## config.mk

```make
export PLATFORM = sky130hd
export DESIGN_NAME = vx_alu_req_arb_buf
export DESIGN_NICKNAME = d
export VERILOG_FILES = /design/src/rtl/vx_alu_req_arb_buf.sv
export SDC_FILE = /design/constraint.sdc
export NUM_CORES = 1
export LEC_CHECK = 0
export BUFFER_PORTS_ARGS = -buffer_cell sky130_fd_sc_hd__buf_4
export CORE_AREA = 2 2 509 511
export CTS_BUF_LIST = sky130_fd_sc_hd__clkbuf_2
export CTS_CLUSTER_DIAMETER = 80
export DETAILED_ROUTE_END_ITERATION = 8
export DIE_AREA = 0 0 511 513
export HOLD_SLACK_MARGIN = 0.15
export PLACE_DENSITY = 0.42
export SLEW_MARGIN = 15
export SYNTH_ARGS = -nofsm -noshare
export SYNTH_HDL_FRONTEND = slang
export SYNTH_SLANG_ARGS = --single-unit
```

## constraint.sdc

```tcl
create_clock -name clk -period 11.6 [get_ports clk]
set_input_delay 1.16 -clock clk [delete_from_list [all_inputs] [get_ports clk]]
set_output_delay 1.16 -clock clk [all_outputs]
set_load 0.05 [all_outputs]
```

## src/rtl/vx_alu_req_arb_buf.sv

```systemverilog
// Round-robin arbiter over NUM_REQS issue channels feeding a DEPTH-entry in-order FIFO
// that presents the oldest ALU request over a valid/ready handshake.
module vx_alu_req_arb_buf #(
    parameter int NUM_REQS = 4,
    parameter int DATAW    = 256,
    parameter int DEPTH    = 4
) (
    input  logic                          clk,
    input  logic                          reset,
    input  logic                          flush,
    input  logic [NUM_REQS-1:0]           req_valid,
    input  logic [NUM_REQS*DATAW-1:0]     req_data,
    output logic [NUM_REQS-1:0]           req_ready,
    output logic                          out_valid,
    output logic [DATAW-1:0]              out_data,
    input  logic                          out_ready,
    output logic [$clog2(DEPTH+1)-1:0]    count,
    output logic                          full,
    output logic                          empty
);

    localparam int PTRW = $clog2(DEPTH);
    localparam int CNTW = $clog2(DEPTH+1);
    localparam int IDXW = (NUM_REQS > 1) ? $clog2(NUM_REQS) : 1;

    logic [DATAW-1:0] mem [DEPTH];
    logic [PTRW-1:0]  wr_ptr;
    logic [PTRW-1:0]  rd_ptr;
    logic [IDXW-1:0]  rr_ptr;
    logic [IDXW-1:0]  grant;
    logic [IDXW:0]    cand_sum;
    logic [IDXW-1:0]  cand;
    logic             found;
    logic             pop;
    logic             push;
    logic             can_push;
    logic [DATAW-1:0] push_data;

    // Handshake: a transfer happens on an edge where valid and ready are both high;
    // a source holds valid and data until then, and valid never waits on ready.
    assign empty     = (count == '0);
    assign full      = (count == CNTW'(DEPTH));
    assign out_valid = !empty && !flush;
    assign out_data  = mem[rd_ptr];
    assign pop       = out_valid && out_ready;
    assign can_push  = (!full || pop) && !flush && !reset;

    // Search starts at rr_ptr and wraps modulo NUM_REQS, which need not be a power of 2.
    always_comb begin
        grant    = '0;
        found    = 1'b0;
        cand_sum = '0;
        cand     = '0;
        for (int i = 0; i < NUM_REQS; i++) begin
            cand_sum = {1'b0, rr_ptr} + (IDXW+1)'(i);
            if (cand_sum >= (IDXW+1)'(NUM_REQS)) begin
                cand_sum = cand_sum - (IDXW+1)'(NUM_REQS);
            end
            cand = cand_sum[IDXW-1:0];
            if (!found && req_valid[cand]) begin
                found = 1'b1;
                grant = cand;
            end
        end
    end

    always_comb begin
        req_ready = '0;
        if (found && can_push) begin
            req_ready[grant] = 1'b1;
        end
    end

    assign push      = |(req_valid & req_ready);
    assign push_data = req_data[grant*DATAW +: DATAW];

    always_ff @(posedge clk or posedge reset) begin
        if (reset) begin
            wr_ptr <= '0;
            rd_ptr <= '0;
            rr_ptr <= '0;
            count  <= '0;
        end else if (flush) begin
            // rr_ptr survives a flush so fairness carries across it.
            wr_ptr <= '0;
            rd_ptr <= '0;
            count  <= '0;
        end else begin
            if (push) begin
                wr_ptr <= wr_ptr + 1'b1;
                rr_ptr <= (grant == IDXW'(NUM_REQS-1)) ? '0 : grant + 1'b1;
            end
            if (pop) begin
                rd_ptr <= rd_ptr + 1'b1;
            end
            if (push && !pop) begin
                count <= count + 1'b1;
            end else if (pop && !push) begin
                count <= count - 1'b1;
            end
        end
    end

    always_ff @(posedge clk) begin
        if (push) begin
            mem[wr_ptr] <= push_data;
        end
    end

endmodule

```

==> results.md <==
- Status: finished, final reports clean
- Initial core utilization: 17.9%
- LEAKAGE: 27.9 nW
- Crit. End Element: flip-flop
- Worst slack, placed: 4840 ps
- Drt pass-1 iters: 5
- Clock Path Buffers: 4
- Crit-path cells: a21oi_1 -> o21a_1 -> o22a_4 -> buf_4 -> buf_4 -> buf_4 -> buf_4 -> buf_4 -> mux2i_1 -> dlygate4sd3_1 -> mux2i_1 -> dlygate4sd3_1
- Vias in the first global route: 36400
- Post-synth EDFFs: 1024
- Final routed DRC violation total: 0
- Post-DRT Antenna Nets: 0
- Ys Warns: 0
- Iteration-0 DRC Markers: around 1500
- DIE AREA: between 0.2 and 0.3 mm²
- PnR worst setup slack: about 4500 ps
- Crit start category: flip-flop
- GRT met1 Usage: 17.4%
- Sequential Area: between 0.03 and 0.04 mm²
- Setup Viol. Count Final: 0
- WP data arrival: 8430 ps
- Met2 usage: 25.5%
- Cells after Synth: 2284
- Initial antenna violation count: roughly 120
- Slew Limit Fails: 0
- Mapped Nets: about 3300
- Power Total: 0.0146 W
- Die X: just over 500 µm
- Worst stage delay on the critical path: about 790 ps
- CTS clk-pin slew, worst paths: approximately 130 ps
- TritonCTS clock tree: done
- Most area-consuming cells after synthesis: edfxtp_1 67%, mux2i_1 17%, mux4_2 13%
- Min-Delay Startpoint: req_data[284]
- Final hold slack: around 550 ps
- HPWL after DPL: 151 mm
- Fillcell total: 26300
- GRT Util Overall: between 15 and 20%
- H-tree depth: 5
- Final cell count without fillers: ~8500
- Number of I/O pins: around 1300
- Asr flop ratio synth: 0.871%
- CORE AREA: 0.256 mm²
- GRT Max-Usage Layer: met2
- Sequential-to-total area share from yosys stat: 67.6%
- Max rail drop VDD: about 0.00013 V
- Worst r2r src: rr_ptr[1]
- First-pass GRT wire length: 281 mm
- Setup CP Type: flip-flop to flip-flop
- Die height: 513 µm
- Post CTS Setup Buffer Count: 0
- Post-synth top area share: around two thirds
- Max_slew headroom: 19.7%
- Req. time, crit path: between 10000 and 15000 ps
- Via count: between 30000 and 40000
- Grt ovf: 0
- RSZ-0062 raised after global routing: no
- Placer Congestion: 0.905
- Routed Wire Length: 206 mm
- Ratio of cells with drive above 1 in the final layout: about two fifths
- M3 GR Usage: 6.51%
- Worst-margin pin slew: 1200 ps
- Worst-Skew Late Latency: ~1700 ps
- Row cnt: around 190
- Root Buffer Master: clkbuf_2
- CTS Sinks: 1033
- CTS Buf Count: 301
- Leading cell type in the layout, fill and taps excluded: buf_4
- WP buf/inv: 7
- Min Clock Period, post-route: approximately 7100 ps
- Commonest non-fill, non-tap cells in the layout: 1329 x buf_4, 1066 x dlygate4sd3_1, 1024 x edfxtp_1
- Crit path launch: rr_ptr[1]
- Area of the multi-input gates: 0.0140 mm²
- Power per cell area: around 200 mW/mm²
- Final period util: approximately three fifths
- Clock Skew: 184 ps
- Final-report hold violation count: 0
- MaxCap Viol Count: 0
- Placed Instances: 6860
- Fmax: about 140 MHz
- Synth-to-layout area growth: 58.8%
- # nets final: 5886
- PortBufs: 1297
- Area leader, netlist: edfxtp_1
- CP dominant cell by count: buf_4
- Crit-path slowest cell: buf_4
- Mapped Avg Cell Area: 20.1 µm²
- Max FO, Critical Path: 47
- #FFs+latches synth: 1033
- DR WL/cell: approximately 24 µm
- Largest net degree at the start of global routing: around 110
- Tightest Hold Check Type: input pin to flip-flop
- Top Family by Delay on Critical Path: buffers and inverters
- Final TNS setup: 0 ps
- Yosys cell types: 39
- Via-to-Cell Ratio: 3.99
- Primary FF master, synth: edfxtp_1
- Mapped Area: 0.0458 mm²
## per-layer routing
layer / part of all wire (%) / vias to the layer above
met5: 0.27 / -
met4: 3.2 / 90
met3: 9.4 / 397
met2: 48 / 1458
met1: 39 / 17000
li1: - / 14900
## tightest hold or removal path: cells and delay by family
kind	cells	cell delay, ps
buf+inv	2	710
mux	2	200
## cell families after synthesis
| kind of cell | count (synthesis) | synth area share [%] |
|---|---|---|
| adders and majority gates | 9 | 0.262 |
| and+or+nand+nor | 34 | 0.410 |
| DFF | 1033 | 67.6 |
| xor gates and xnor gates | 2 | 0.0382 |
| buffers and inverters | 156 | 1.90 |
| AOI/OAI and AO/OA | 23 | 0.366 |
| muxes | 1027 | 29.4 |
## stage by stage
stage,instance area [µm²],utilization [%]
3_3_place_gp,59400,23.2
6_report,72800,28.4
5_1_grt,72800,28.4
4_1_cts,72700,28.4
3_5_place_dp,59400,23.2
2_1_floorplan,45800,-
## timing repair
action | 4_1_cts | 5_1_grt
resized for setup | 0 | 0
hold buffers | 1066 | 0
endpoints found under the hold margin | 1042 | 0
## cells in the mapped netlist, types with 4 or more instances
| library cell | count |
|---|---|
| buf_4 | 48 |
| mux4_2 | 256 |
| nand2_1 | 5 |
| buf_2 | 60 |
| inv_1 | 7 |
| ha_1 | 8 |
| a21oi_1 | 6 |
| clkbuf_1 | 27 |
| nor2_1 | 9 |
| dfrtp_1 | 9 |
| buf_6 | 4 |
| buf_1 | 8 |
| mux2i_1 | 769 |
| and2_1 | 10 |
| edfxtp_1 | 1024 |
## path summary, 6_finish.rpt
path | to | slack (ps) | cells after the start
worst max register to register | mem[3][93] | 4490 | 12
worst min register to register | wr_ptr[0] | 620 | 1
max in group asynchronous | rd_ptr[0] | 9580 | 6
min in group asynchronous | rr_ptr[0] | 1110 | 5
worst max-delay path | mem[3][93] | 4490 | 12
worst min-delay path | mem[1][28] | 550 | 4
## sequential cells by signal, summed over array words and instances, names as in the netlist
signal and flops:
mem 1024, rr_ptr 2, rd_ptr 2, count 3, wr_ptr 2
## power by group
group          internal [W]  switching [W]
Clock               0.00109        0.00160
Combinational       0.00306        0.00402
Sequential          0.00475       0.000102
Total               0.00890        0.00572
## cell type report
class,count,area share (%)
well taps,3384,5.82
clock buffers,414,2.85
clock inverters,88,0.706
inverters,9,0.0567
multi-input cells,1095,19.2
diodes,40,0.138
flip-flops and latches,1033,42.6
repair buffers,2405,28.6
Power figures use the tool's default switching activity.
